**config.mk**
```make
export PLATFORM = sky130hd
export DESIGN_NAME = multicycle_control_unit
export DESIGN_NICKNAME = d
export VERILOG_FILES = /design/src/rtl/mcpu_pkg.sv /design/src/rtl/mcpu_op_class.sv /design/src/rtl/multicycle_control_unit.sv
export SDC_FILE = /design/constraint.sdc
export NUM_CORES = 1
export LEC_CHECK = 0
export BUFFER_PORTS_ARGS = -buffer_cell sky130_fd_sc_hd__buf_2
export CAP_MARGIN = 20
export CORE_ASPECT_RATIO = 1.25
export CORE_UTILIZATION = 43
export DETAILED_ROUTE_END_ITERATION = 6
export GPL_ROUTABILITY_DRIVEN = 0
export PLACE_DENSITY = 0.75
export REMOVE_ABC_BUFFERS = 1
export SYNTH_ARGS = -nofsm -noshare
export SYNTH_HDL_FRONTEND = slang
export SYNTH_HIERARCHICAL = 1
export SYNTH_SLANG_ARGS = --single-unit
```
**constraint.sdc**
```tcl
create_clock -name clk -period 3.6 [get_ports clk]
set_clock_uncertainty 0.2 [all_clocks]
set_input_delay 1.08 -clock clk [delete_from_list [all_inputs] [get_ports clk]]
set_output_delay 1.08 -clock clk [all_outputs]
set_load 0.03 [all_outputs]
```
**src/rtl/mcpu_pkg.sv**
```systemverilog
// mcpu_pkg: opcodes, FSM states and datapath select encodings for the multicycle CPU controller.
// Rev 1.0
`default_nettype none

package mcpu_pkg;

  localparam logic [5:0] OP_ADD  = 6'b000000;
  localparam logic [5:0] OP_SUB  = 6'b000001;
  localparam logic [5:0] OP_ADDI = 6'b000010;
  localparam logic [5:0] OP_OR   = 6'b010000;
  localparam logic [5:0] OP_AND  = 6'b010001;
  localparam logic [5:0] OP_ORI  = 6'b010010;
  localparam logic [5:0] OP_SLL  = 6'b011000;
  localparam logic [5:0] OP_SLT  = 6'b100110;
  localparam logic [5:0] OP_SW   = 6'b110000;
  localparam logic [5:0] OP_LW   = 6'b110001;
  localparam logic [5:0] OP_BEQ  = 6'b110100;
  localparam logic [5:0] OP_J    = 6'b111000;
  localparam logic [5:0] OP_JR   = 6'b111001;
  localparam logic [5:0] OP_JAL  = 6'b111010;
  localparam logic [5:0] OP_HALT = 6'b111111;

  typedef enum logic [2:0] {
    S_IF     = 3'b000,
    S_ID     = 3'b001,
    S_EXE_LS = 3'b010,
    S_MEM    = 3'b011,
    S_WB_LD  = 3'b100,
    S_EXE_BR = 3'b101,
    S_EXE_AL = 3'b110,
    S_WB_AL  = 3'b111
  } state_e;

  localparam logic [2:0] ALU_ADD = 3'b000;
  localparam logic [2:0] ALU_SUB = 3'b001;
  localparam logic [2:0] ALU_SLL = 3'b010;
  localparam logic [2:0] ALU_OR  = 3'b011;
  localparam logic [2:0] ALU_AND = 3'b100;
  localparam logic [2:0] ALU_SLT = 3'b101;

  localparam logic [1:0] PC_NEXT   = 2'b00;
  localparam logic [1:0] PC_BRANCH = 2'b01;
  localparam logic [1:0] PC_REG    = 2'b10;
  localparam logic [1:0] PC_JUMP   = 2'b11;

  localparam logic [1:0] REG_RA = 2'b00;
  localparam logic [1:0] REG_RT = 2'b01;
  localparam logic [1:0] REG_RD = 2'b10;

  localparam logic [1:0] EXT_SHAMT = 2'b00;
  localparam logic [1:0] EXT_ZERO  = 2'b01;
  localparam logic [1:0] EXT_SIGN  = 2'b10;

  function automatic logic [2:0] alu_op_of(input logic [5:0] op);
    case (op)
      OP_SUB:        return ALU_SUB;
      OP_SLL:        return ALU_SLL;
      OP_OR, OP_ORI: return ALU_OR;
      OP_AND:        return ALU_AND;
      OP_SLT:        return ALU_SLT;
      default:       return ALU_ADD;
    endcase
  endfunction

  // R-type ops other than sll never look at the extender, so they share the shamt code.
  function automatic logic [1:0] ext_sel_of(input logic [5:0] op);
    case (op)
      OP_ORI:  return EXT_ZERO;
      OP_ADDI: return EXT_SIGN;
      default: return EXT_SHAMT;
    endcase
  endfunction

endpackage

`default_nettype wire

```
**src/rtl/mcpu_op_class.sv**
```systemverilog
// mcpu_op_class: combinational opcode classifier shared by the controller and the disassembler monitor.
// Rev 1.0
`default_nettype none

module mcpu_op_class
  import mcpu_pkg::*;
(
  input  logic [5:0] opcode_i,
  output logic       alu_o,
  output logic       imm_o,
  output logic       branch_o,
  output logic       ls_o,
  output logic       jump_o,
  output logic       halt_o,
  output logic       illegal_o
);

  always_comb begin
    alu_o     = 1'b0;
    imm_o     = 1'b0;
    branch_o  = 1'b0;
    ls_o      = 1'b0;
    jump_o    = 1'b0;
    halt_o    = 1'b0;
    illegal_o = 1'b0;
    case (opcode_i)
      OP_ADD, OP_SUB, OP_OR, OP_AND, OP_SLL, OP_SLT: alu_o = 1'b1;
      OP_ADDI, OP_ORI: begin
        alu_o = 1'b1;
        imm_o = 1'b1;
      end
      OP_SW, OP_LW:        ls_o     = 1'b1;
      OP_BEQ:              branch_o = 1'b1;
      OP_J, OP_JR, OP_JAL: jump_o   = 1'b1;
      OP_HALT:             halt_o   = 1'b1;
      default:             illegal_o = 1'b1;
    endcase
  end

endmodule

`default_nettype wire

```
**src/rtl/multicycle_control_unit.sv**
```systemverilog
// multicycle_control_unit: control FSM sequencing PC, IR, register file, extender, ALU and data memory.
// Rev 1.0
`default_nettype none

module multicycle_control_unit
  import mcpu_pkg::*;
#(
  parameter bit HALT_ON_ILLEGAL = 1'b0
) (
  input  logic       clk,
  input  logic       reset,
  input  logic [5:0] opcode,
  input  logic       zero,
  output logic       PCWre,
  output logic       IRWre,
  output logic       ALUSrcB,
  output logic       ALUM2Reg,
  output logic       RegWre,
  output logic       WrRegData,
  output logic       DataMemRW,
  output logic [1:0] ExtSel,
  output logic [1:0] PCSrc,
  output logic [1:0] RegOut,
  output logic [2:0] ALUOp,
  output logic [2:0] state,
  output logic       halted,
  output logic       illegal
);

  state_e state_q, state_d;
  logic   w_alu, w_imm, w_branch, w_ls, w_jump, w_halt, w_illegal;

  mcpu_op_class u_op_class (
    .opcode_i  (opcode),
    .alu_o     (w_alu),
    .imm_o     (w_imm),
    .branch_o  (w_branch),
    .ls_o      (w_ls),
    .jump_o    (w_jump),
    .halt_o    (w_halt),
    .illegal_o (w_illegal)
  );

  always_ff @(posedge clk) begin
    if (reset) state_q <= S_IF;
    else       state_q <= state_d;
  end

  assign state = state_q;

  always_comb begin
    state_d   = state_q;
    PCWre     = 1'b0;
    IRWre     = 1'b0;
    ALUSrcB   = 1'b0;
    ALUM2Reg  = 1'b0;
    RegWre    = 1'b0;
    WrRegData = 1'b0;
    DataMemRW = 1'b0;
    ExtSel    = EXT_SHAMT;
    PCSrc     = PC_NEXT;
    RegOut    = REG_RA;
    ALUOp     = ALU_ADD;
    halted    = 1'b0;
    illegal   = 1'b0;
    // Reset gates every output so an in-flight instruction cannot commit on the reset edge.
    if (!reset) begin
      case (state_q)
        S_IF: begin
          IRWre   = 1'b1;
          state_d = S_ID;
        end
        S_ID: begin
          if (w_jump) begin
            PCWre   = 1'b1;
            PCSrc   = (opcode == OP_JR) ? PC_REG : PC_JUMP;
            state_d = S_IF;
            if (opcode == OP_JAL) begin
              RegWre = 1'b1;
              RegOut = REG_RA;
            end
          end else if (w_halt || (w_illegal && HALT_ON_ILLEGAL)) begin
            halted  = 1'b1;
            illegal = w_illegal;
          end else if (w_illegal) begin
            illegal = 1'b1;
            PCWre   = 1'b1;
            state_d = S_IF;
          end else if (w_branch) begin
            state_d = S_EXE_BR;
          end else if (w_ls) begin
            state_d = S_EXE_LS;
          end else if (w_alu) begin
            state_d = S_EXE_AL;
          end
        end
        S_EXE_AL, S_WB_AL: begin
          ALUSrcB = w_imm;
          ExtSel  = ext_sel_of(opcode);
          ALUOp   = alu_op_of(opcode);
          if (state_q == S_EXE_AL) begin
            state_d = S_WB_AL;
          end else begin
            RegWre    = 1'b1;
            WrRegData = 1'b1;
            RegOut    = w_imm ? REG_RT : REG_RD;
            PCWre     = 1'b1;
            state_d   = S_IF;
          end
        end
        S_EXE_BR: begin
          ALUOp   = ALU_SUB;
          ExtSel  = EXT_SIGN;
          PCWre   = 1'b1;
          PCSrc   = zero ? PC_BRANCH : PC_NEXT;
          state_d = S_IF;
        end
        S_EXE_LS, S_MEM: begin
          ALUSrcB = 1'b1;
          ExtSel  = EXT_SIGN;
          ALUOp   = ALU_ADD;
          if (state_q == S_EXE_LS) begin
            state_d = S_MEM;
          end else if (opcode == OP_SW) begin
            DataMemRW = 1'b1;
            PCWre     = 1'b1;
            state_d   = S_IF;
          end else begin
            state_d = S_WB_LD;
          end
        end
        S_WB_LD: begin
          ALUM2Reg  = 1'b1;
          WrRegData = 1'b1;
          RegOut    = REG_RT;
          RegWre    = 1'b1;
          PCWre     = 1'b1;
          state_d   = S_IF;
        end
        default: state_d = S_IF;
      endcase
    end
  end

endmodule

`default_nettype wire

```
==> summary.md, run 1 <==
| Metric | Value |
|---|---|
| Status | finished with violations |
| Failing checks | negative setup slack |
| Synth cell types | between 40 and 50 |
| Drt first pass iters | 4 |
| Die height | roughly 48 um |
| Worst vdd ir | 87.3 uV |
| R2r worst-path depth | 4 |
| Placed Area | around 1000 sq um |
| Endpoints failing setup | 8 |
| Detailed Route WL | 3330 um |
| Worst Path Required | 2.32 ns |
| Hold EP | state[2] |
| Yosys reg bits | 3 |
| Clock Latency Late Sink | ~0.24 ns |
| Initial antenna violation count | 0 |
| Hold path depth | 2 |
| Synth top area cells | dfxtp_1, nor3_1, a21oi_1 |
| I/O pins | 30 |
| Synth top cells by count | nand2_1, nor2_1, nor3_1 |
| Internal power | between 100 and 150 uW |
| Mean Syn Cell Area | approximately 6.4 sq um |
| CTS sink cnt | 3 |
| Hold crit path type | register to register |
| FF-to-FF Start | state[0] |
| Slew @ Worst Pin | 0.561 ns |
| Synth Cell Area | 739 sq um |
| Most frequent CP cell | buf_4 |
| Met1 global-route usage | a little over a third |
| Core Region | about 1600 sq um |
| Clk pwr share | between 20% and 30% |
| Routed length per instance | 17.8 um |
| Fin crit share | 107% |
| Count leader, synth | nand2_1 |
| Sequential share of power | a little under a fifth |
| Pleak | just under 0.0006 uW |
| Drc violations | 0 |
| Ys flop type | dfxtp_1 |
| Hold_sp | state[1] |
| Kind of critical path | input pin to primary output |
| Psw | roughly 91 uW |
| Met2 Use GR | 51.9% |
| Max Fanout on Critical Path | 7 |
| Total power per unit cell area | around 170 nW/um^2 |
| Slew headroom | 62.5% |
| Post-synth ARST share | 0% |
| Setup crit end kind | primary output |
| Rows | 16 |
| Peak Freq | roughly 0.26 GHz |
| Final-report max-slew violation count | 0 |
| CP Data Arrival Time | about 2.6 ns |
| Max_cap viols | 0 |
| Total power | about 220 uW |
| Final WS setup | -0.262 ns |
| Total global-route track usage | a little under a third |
| Unrepaired setup endpoints after global routing | true |
| CTS H-tree depth | 1 |
| First-pass GRT wire length | 4300 um |
| Setup TNS Final | -0.748 ns |
| Minimum clock period | 3.86 ns |
| Ys Warns | 6 |
| Width of the die | 39.1 um |
| Post-DRT Antenna Nets | 0 |
| CP startpoint kind | input pin |
| Max stage delay cell, worst path | or3_4 |
| Via/cell ratio | around 6.5 |
| Post-synth EDFFs | 0 |
| GRT Max-Usage Layer | met2 |
| CTS tree | done |
| Syn-to-layout area delta | 79.0% |
| Initial DRC Count | between 60 and 70 |
| Diodes inserted | 0 |
| Post-synth top area share | about 8.1% |
| Hpwl dp | roughly 1800 um |
| Final core occ | ~84% |
| Via Count | approximately 1,200 |
| Die Footprint | approximately 1900 sq um |
| Crit-path max cell delay | ~0.35 ns |
| Max reg flops | 3 |
| RR Endpoint | state[0] |
| Cts bufs inserted | 3 |
| Combinational power share | a little over half |
| Port bufs | 29 |
| Top cell type by total area after synthesis | dfxtp_1 |
| Design area | 1320 sq um |
| Layout cell share with drive strength beyond 1 | between 40% and 50% |
| Post-synthesis sequential area ratio | between 8 and 9% |
| Dpl ws | -0.302 ns |
| Crit-path cells | buf_12 > buf_4 > or3_4 > o2bb2ai_2 > a311oi_2 > a21o_1 > a21oi_1 > o31ai_1 > buf_4 |
| Sw Share | 40.8% |
| Clk slew on worst S/H paths | roughly 0.04 ns |
| CP startpoint | opcode[3] |
| Largest net degree at the start of global routing | 17 |
| Initial core utilization | between 40% and 50% |
| Clk buf depth | 2 |
| Hold-fix buffer count after cts | 0 |
| Root Driver | clkbuf_4 |
| Vias in the first global route | about 1,000 |
| Hold Fails Final Rpt | 0 |
| Synth Instances | approximately 120 |
| Reg2Reg Setup Slack | ~1.9 ns |
| Grt met3 use | 1.38% |
| Nets@finish | roughly 180 |
| GRT overflow | 0 |
cells in the final DEF, fill, tap and decap left out, drive strengths merged, types with 3 or more instances in the layout:
| cell type | instances |
|---|---|
| nor3 | 12 |
| inv | 6 |
| buf | 58 |
| clkbuf | 4 |
| nor4 | 6 |
| nand2 | 12 |
| nand3b | 3 |
| o21ai | 7 |
| nor2 | 11 |
| dfxtp | 3 |
| nor3b | 3 |
| a21oi | 10 |
| nand3 | 4 |
what timing repair did:
| action | 4_1_cts | 5_1_grt |
|---|---|---|
| resized for setup | 26 | 38 |
| pin swaps | 9 | 13 |
| buffers inserted | 1 | 3 |
| endpoints found under the setup margin | 11 | 13 |
| endpoints found under the hold margin | 0 | 0 |
per-stage QoR:
| stage | cells | hold slack [ns] |
|---|---|---|
| floorplan | 107 | 0.605 |
| global placement | 179 | 0.448 |
| detailed placement | 179 | 0.459 |
| CTS | 184 | 0.471 |
| global route | 187 | 0.530 |
| finish | 187 | 0.485 |
metal layers:
layer  vias to the layer above  wire [um]
li1                        547          -
met1                       575       1260
met2                        79       1730
met3                        16        209
met4                         0        126
met5                         -          0
logic make-up (layout without fill, tap and decap cells):
family / count (synthesis) / count (layout) / share of synthesized area (%)
AND/OR/NAND/NOR: 65 / 65 / 51.8
AO/OA/AOI/OAI: 33 / 33 / 28.9
buffers and inverters: 14 / 68 / 11.2
flip-flops: 3 / 3 / 8.12
critical path, delay by kind of cell:
| kind | cells | cell delay, ns |
|---|---|---|
| AO/OA/AOI/OAI | 5 | 0.73 |
| buffers and inverters | 3 | 0.41 |
| AND/OR/NAND/NOR | 1 | 0.35 |
layout make-up:
type                       instances  area, sq um
multi-input combinational         98          714
clock buffer                       4         26.3
fill                              88          258
inverter                           6         22.5
timing repair buffer              58          478
sequential                         3         60.1
tap                               18         22.5
power by group through the flow:
stage | Clock (uW) | Sequential, uW | Combinational (uW)
2_1_floorplan | 0 | 43.2 | 38.5
3_3_place_gp | 0 | 41.4 | 84.9
3_5_place_dp | 0 | 41.4 | 87.0
4_1_cts | 63.4 | 40.8 | 98.3
5_1_grt | 63.1 | 42.2 | 130
6_report | 60.2 | 41.2 | 123
worst max path at each step:
| stage | endpoint | slack [ns] | cells after the start |
|---|---|---|---|
| floorplan | RegWre | -0.64 | 6 |
| global placement | RegWre | -0.26 | 9 |
| detailed placement | RegWre | -0.30 | 9 |
| CTS | RegWre | -0.15 | 9 |
| global route | PCWre | -0.34 | 9 |
| finish | PCWre | -0.26 | 9 |
Note: power is estimated with default switching activity, not from simulation.
==> inputs of run 2 (changes only) <==
PLACE_DENSITY = 0.81   (was 0.75)
SETUP_SLACK_MARGIN = 0.3   (was not set)
TNS_END_PERCENT = 5   (was not set)
==> summary.md, run 2 (synthesis results as in run 1) <==
| Metric | Value |
|---|---|
| Status | finished with violations (unchanged) |
| Failing checks | negative setup slack (unchanged) |
| Total power | 231 uW (was 224 uW) |
| Clock Latency Late Sink | 0.25 ns (was 0.24 ns) |
| Psw | 96.3 uW (was 91.4 uW) |
| Dpl ws | -0.278 ns (was -0.302 ns) |
| Routed length per instance | 20.4 um (was 17.8 um) |
| Clk slew on worst S/H paths | 0.04 ns (about the same) |
| Port bufs | 29 (unchanged) |
| Final core occ | 85.7% (was 83.7%) |
| CTS sink cnt | 3 (unchanged) |
| Hold-fix buffer count after cts | 0 (unchanged) |
| Worst Path Required | 2.32 ns (about the same) |
| Internal power | 134 uW (was 133 uW) |
| CTS tree | done (unchanged) |
| Via/cell ratio | 6.62 (was 6.51) |
| GRT overflow | 0 (unchanged) |
| Slew @ Worst Pin | 0.644 ns (was 0.561 ns) |
| Minimum clock period | 3.84 ns (was 3.86 ns) |
| Most frequent cells in the layout | buf_4, nand2_1 (was buf_4, buf_2, nand2_1) |
| RR Endpoint | state[0] (unchanged) |
| Nets@finish | 182 (was 179) |
| I/O pins | 30 (unchanged) |
| Diodes inserted | 0 (unchanged) |
| Detailed Route WL | 3880 um (was 3330 um) |
| Hpwl dp | 1850 um (was 1800 um) |
| Initial core utilization | 46.8% (unchanged) |
| Final-report max-slew violation count | 0 (unchanged) |
| Initial DRC Count | 92 (was 68) |
| Slew headroom | 56.6% (was 62.5%) |
| CP startpoint kind | input pin (unchanged) |
| Syn-to-layout area delta | 83.2% (was 79.0%) |
| Hold path depth | 2 (unchanged) |
| R2r worst-path depth | 4 (unchanged) |
| Drc violations | 0 (unchanged) |
| Peak Freq | 0.261 GHz (was 0.259 GHz) |
| Die Footprint | 1890 sq um (unchanged) |
| Root Driver | clkbuf_4 (unchanged) |
| Max_cap viols | 0 (unchanged) |
| Max reg flops | 3 (unchanged) |
| Hold Fails Final Rpt | 0 (unchanged) |
| Worst vdd ir | 120 uV (was 87.3 uV) |
| CTS H-tree depth | 1 (unchanged) |
| Drt first pass iters | 5 (was 4) |
| Die height | 48.4 um (unchanged) |
| Setup crit end kind | primary output (unchanged) |
| Total global-route track usage | 35.9% (was 30.4%) |
| CP Data Arrival Time | 2.56 ns (was 2.58 ns) |
| Width of the die | 39.1 um (unchanged) |
| Initial antenna violation count | 0 (unchanged) |
| Largest net degree at the start of global routing | 17 (unchanged) |
| Max Fanout on Critical Path | 8 (was 7) |
| Clk pwr share | 28.0% (was 26.9%) |
| Final WS setup | -0.238 ns (was -0.262 ns) |
| Post-DRT Antenna Nets | 0 (unchanged) |
| Hold EP | state[2] (unchanged) |
| Endpoints failing setup | 6 (was 8) |
| Reg2Reg Setup Slack | 1.78 ns (was 1.91 ns) |
| Combinational power share | 54.2% (was 54.8%) |
| First-pass GRT wire length | 4950 um (was 4300 um) |
| FF-to-FF Start | state[1] (was state[0]) |
| Pleak | 0.000604 uW (was 0.000591 uW) |
| Fillers | 83 (was 88) |
| Via Count | 1,257 (was 1,217) |
| Rows | 16 (unchanged) |
| Kind of critical path | input pin to primary output (unchanged) |
| Sw Share | 41.7% (was 40.8%) |
| Cts bufs inserted | 3 (unchanged) |
| Hold_sp | state[1] (unchanged) |
| Clk buf depth | 2 (unchanged) |
| Layout cell share with drive strength beyond 1 | 48.3% (was 49.7%) |
| Fin crit share | 107% (about the same) |
| Commonest non-fill, non-tap cell in the layout | buf_4 (unchanged) |
| Total power per unit cell area | 170 nW/um^2 (was 169 nW/um^2) |
| Unrepaired setup endpoints after global routing | true (unchanged) |
| Sequential share of power | 17.8% (was 18.4%) |
| Vias in the first global route | 1,096 (was 1,008) |
| Core Region | 1580 sq um (unchanged) |
| Hold crit path type | register to register (unchanged) |
## run 2: cell types whose count changed in the layout (fill, tap and decap cells not counted), moves of 2 or more
cell and delta:
buf_12 +2, buf_6 -4, buf_2 -6, buf_8 -2, buf_4 +12
## run 2: repair_timing
| action | in CTS | in global routing |
|---|---|---|
| gates cloned | 1 | 0 |
| endpoints found under the setup margin | 15 | 15 |
| pin swaps | 15 | 11 |
| buffers inserted | 5 | 2 |
| resized for setup | 49 | 13 |
## run 2: worst max-delay path by stage
stage               startpoint  endpoint  slack [ns]  cells past startpoint
floorplan            opcode[3]    RegWre       -0.64                      6
global placement     opcode[2]    RegWre       -0.27                      9
detailed placement   opcode[2]    RegWre       -0.28                      9
CTS                  opcode[5]    RegWre       -0.12                      9
global route         opcode[3]     PCWre       -0.36                      9
finish               opcode[3]     PCWre       -0.24                      9
## run 2: power groups by stage
stage	sequential, uW	clock, uW	combinational (uW)
floorplan	43.2	0	38.5
global placement	41.1	0	82.1
detailed placement	41.3	0	84.9
CTS	40.8	64.9	108
global route	42.0	67.7	131
finish	41.2	64.5	125
## run 2: area by class of cell
cell class | instances | area, sq um | area share [%]
inverter | 6 | 22.5 | 1.66
multi-input combinational | 98 | 693 | 51.2
clock buffer | 4 | 26.3 | 1.94
tap | 18 | 22.5 | 1.66
sequential | 3 | 60.1 | 4.43
timing repair buffer | 61 | 531 | 39.2
## run 2: critical path: stages
cell and delay, ns:
buf_8 0.11, nor3b_1 0.15, a21oi_2 0.12, nor2_2 0.05, a311oi_2 0.30, a21o_1 0.20
a21oi_1 0.08, o31ai_1 0.25, buf_4 0.21
## run 2: per-stage QoR
step                TNS [ns]  hold slack (ns)  instance area [sq um]  cells
floorplan              -1.97            0.605                    679    107
global placement      -0.769            0.458                   1030    178
detailed placement    -0.879            0.464                   1030    178
CTS                   -0.247            0.467                   1290    188
global route           -1.08            0.563                   1360    190
finish                -0.769            0.483                   1360    190
## run 2: metal layers
| layer | track usage (%) | share of wire, % | vias up |
|---|---|---|---|
| met5 | 0 | 0 | - |
| met4 | 17.2 | 7.4 | 0 |
| met3 | 3.67 | 9.2 | 36 |
| li1 | - | - | 550 |
| met2 | 60.0 | 47 | 110 |
| met1 | 43.2 | 37 | 561 |
==> inputs of run 3 (changes only) <==
GPL_TIMING_DRIVEN = 0   (was not set)
==> summary.md, run 3 (synthesis results as in run 1) <==
| Metric | Value |
|---|---|
| Max stage delay cell, worst path | a311oi_2 (unchanged) |
| Crit-path max cell delay | 0.29 ns (was 0.30 ns) |
| Grt met3 use | 0.459% (was 3.67%) |
| Total power | 204 uW (was 231 uW) |
| CTS sink cnt | 3 (unchanged) |
| CTS H-tree depth | 1 (unchanged) |
| Via/cell ratio | 6.28 (was 6.62) |
| Max Fanout on Critical Path | 8 (unchanged) |
| R2r worst-path depth | 4 (unchanged) |
| First-pass GRT wire length | 4040 um (was 4950 um) |
| Crit-path cells | buf_12 > nor3b_4 > a21oi_1 > nor2_1 > a311oi_2 > a21o_1 > a21oi_2 > o31ai_2 > buf_4 (was buf_8 > nor3b_1 > a21oi_2 > nor2_2 > a311oi_2 > a21o_1 > a21oi_1 > o31ai_1 > buf_4) |
| Via Count | 1,049 (was 1,257) |
| Routed length per instance | 15.6 um (was 20.4 um) |
| Final-report max-slew violation count | 0 (unchanged) |
| Hold crit path type | register to register (unchanged) |
| Rows | 16 (unchanged) |
| Drt first pass iters | 4 (was 5) |
| Core Region | 1580 sq um (unchanged) |
| Largest net degree at the start of global routing | 24 (was 17) |
| Diodes inserted | 0 (unchanged) |
| CTS tree | done (unchanged) |
| Most frequent cells in the layout | buf_4, nand2_1, nor2_1, buf_2, a21oi_1 (was buf_4, nand2_1) |
| Layout cell share with drive strength beyond 1 | 42.3% (was 48.3%) |
| Worst Path Required | 2.32 ns (about the same) |
| CP Buf/Inv Count | 2 (unchanged) |
| Slew @ Worst Pin | 0.770 ns (was 0.644 ns) |
| Worst path depth | 9 (unchanged) |
| Fin crit share | 103% (was 107%) |
| Peak Freq | 0.270 GHz (was 0.261 GHz) |
| Post-DRT Antenna Nets | 0 (unchanged) |
| Drc violations | 0 (unchanged) |
| Initial antenna violation count | 0 (unchanged) |
| I/O pins | 30 (unchanged) |
| Die Footprint | 1890 sq um (unchanged) |
| Slew headroom | 48.6% (was 56.6%) |
| Vias in the first global route | 948 (was 1,096) |
| Detailed Route WL | 2610 um (was 3880 um) |
| Hpwl dp | 1460 um (was 1850 um) |
| Pleak | 0.000493 uW (was 0.000604 uW) |
| GRT Max-Usage Layer | met2 (unchanged) |
| CP Data Arrival Time | 2.42 ns (was 2.56 ns) |
| Hold-fix buffer count after cts | 0 (unchanged) |
| Nets@finish | 159 (was 182) |
| Initial core utilization | 46.8% (unchanged) |
| Total global-route track usage | 29.0% (was 35.9%) |
| Hold Fails Final Rpt | 0 (unchanged) |
| Initial DRC Count | 56 (was 92) |
| Syn-to-layout area delta | 57.4% (was 83.2%) |
| Hold path depth | 2 (unchanged) |
| Status | finished with violations (unchanged) |
| Total power per unit cell area | 175 nW/um^2 (was 170 nW/um^2) |
| Setup crit end kind | primary output (unchanged) |
| CP startpoint kind | input pin (unchanged) |
| Clk buf depth | 2 (unchanged) |
| Minimum clock period | 3.70 ns (was 3.84 ns) |
| Cts bufs inserted | 3 (unchanged) |
| Placed Area | 847 sq um (was 1030 sq um) |
| GRT overflow | 0 (unchanged) |
| Max reg flops | 3 (unchanged) |
| Met2 Use GR | 47.5% (was 60.0%) |
| Port bufs | 29 (unchanged) |
| Worst vdd ir | 95.9 uV (was 120 uV) |
| Met1 global-route usage | 36.3% (was 43.2%) |
| Kind of critical path | input pin to primary output (unchanged) |
| Unrepaired setup endpoints after global routing | true (unchanged) |
| Design area | 1160 sq um (was 1360 sq um) |
| Clk slew on worst S/H paths | 0.04 ns (about the same) |
| Final WS setup | -0.104 ns (was -0.238 ns) |
| Endpoints failing setup | 3 (was 6) |
| Final core occ | 73.6% (was 85.7%) |
| Width of the die | 39.1 um (unchanged) |
| Root Driver | clkbuf_4 (unchanged) |
| Setup TNS Final | -0.149 ns (was -0.769 ns) |
| Commonest non-fill, non-tap cell in the layout | buf_4 (unchanged) |
| Die height | 48.4 um (unchanged) |
| CP top delay family | compound AO/OA/AOI/OAI gates (unchanged) |
| Clock Latency Late Sink | 0.24 ns (was 0.25 ns) |
| Failing checks | negative setup slack (unchanged) |
| Max_cap viols | 0 (unchanged) |
-- run 3: changes by cell type in the layout (fill, tap and decap cells not counted), moves of 2 or more --
cell,previous run,this run
nor2_1,9,11
buf_4,40,19
nor3_1,9,7
buf_8,2,0
buf_2,9,11
-- run 3: final cells by class --
class / count / area [sq um]
clock buffers: 4 / 26.3
fillers: 116 / 418
inverters: 6 / 22.5
multi-input cells: 98 / 718
flip-flops and latches: 3 / 60.1
well taps: 18 / 22.5
repair buffers: 38 / 314
-- run 3: stage by stage --
stage / worst slack [ns] / instances / hold WS [ns]
final: -0.104 / 167 / 0.602
after detailed placement: -0.724 / 154 / 0.583
after CTS: -0.107 / 164 / 0.582
after global routing: -0.167 / 167 / 0.661
after global placement: -0.681 / 154 / 0.571
after floorplan: -0.640 / 107 / 0.605
-- run 3: routing by layer --
layer / part of all wire (%) / vias to the layer above
met2: 55 / 59
met3: 5.9 / 4
met1: 38 / 478
met4: 1.1 / 0
met5: 0 / -
li1: - / 508
-- run 3: path summary, 6_finish.rpt --
kind | endpoint | startpoint | slack, ns
setup / recovery | PCWre | opcode[3] | -0.10
hold / removal | state[2] | state[0] | 0.60
setup reg to reg | state[2] | state[1] | 1.82
hold reg to reg | state[2] | state[0] | 0.60
-- run 3: worst reg2reg max path: stages (launching register included) --
cell	delay, ns
dfxtp_1	0.81
nor3_1	0.15
o21ai_0	0.13
o311ai_0	0.20
a31oi_1	0.21
-- run 3: report_power, final --
part | internal (uW) | switching (uW) | total, uW
logic | 42.2 | 58.6 | 101
registers | 34.9 | 6.87 | 41.7
clock network | 41.7 | 19.5 | 61.2
-- run 3: what timing repair did --
item,CTS,global route
endpoints found under the hold margin,0,0
pin swaps,14,14
endpoints found under the setup margin,14,15
gates resized for setup,47,11
buffers inserted,6,3
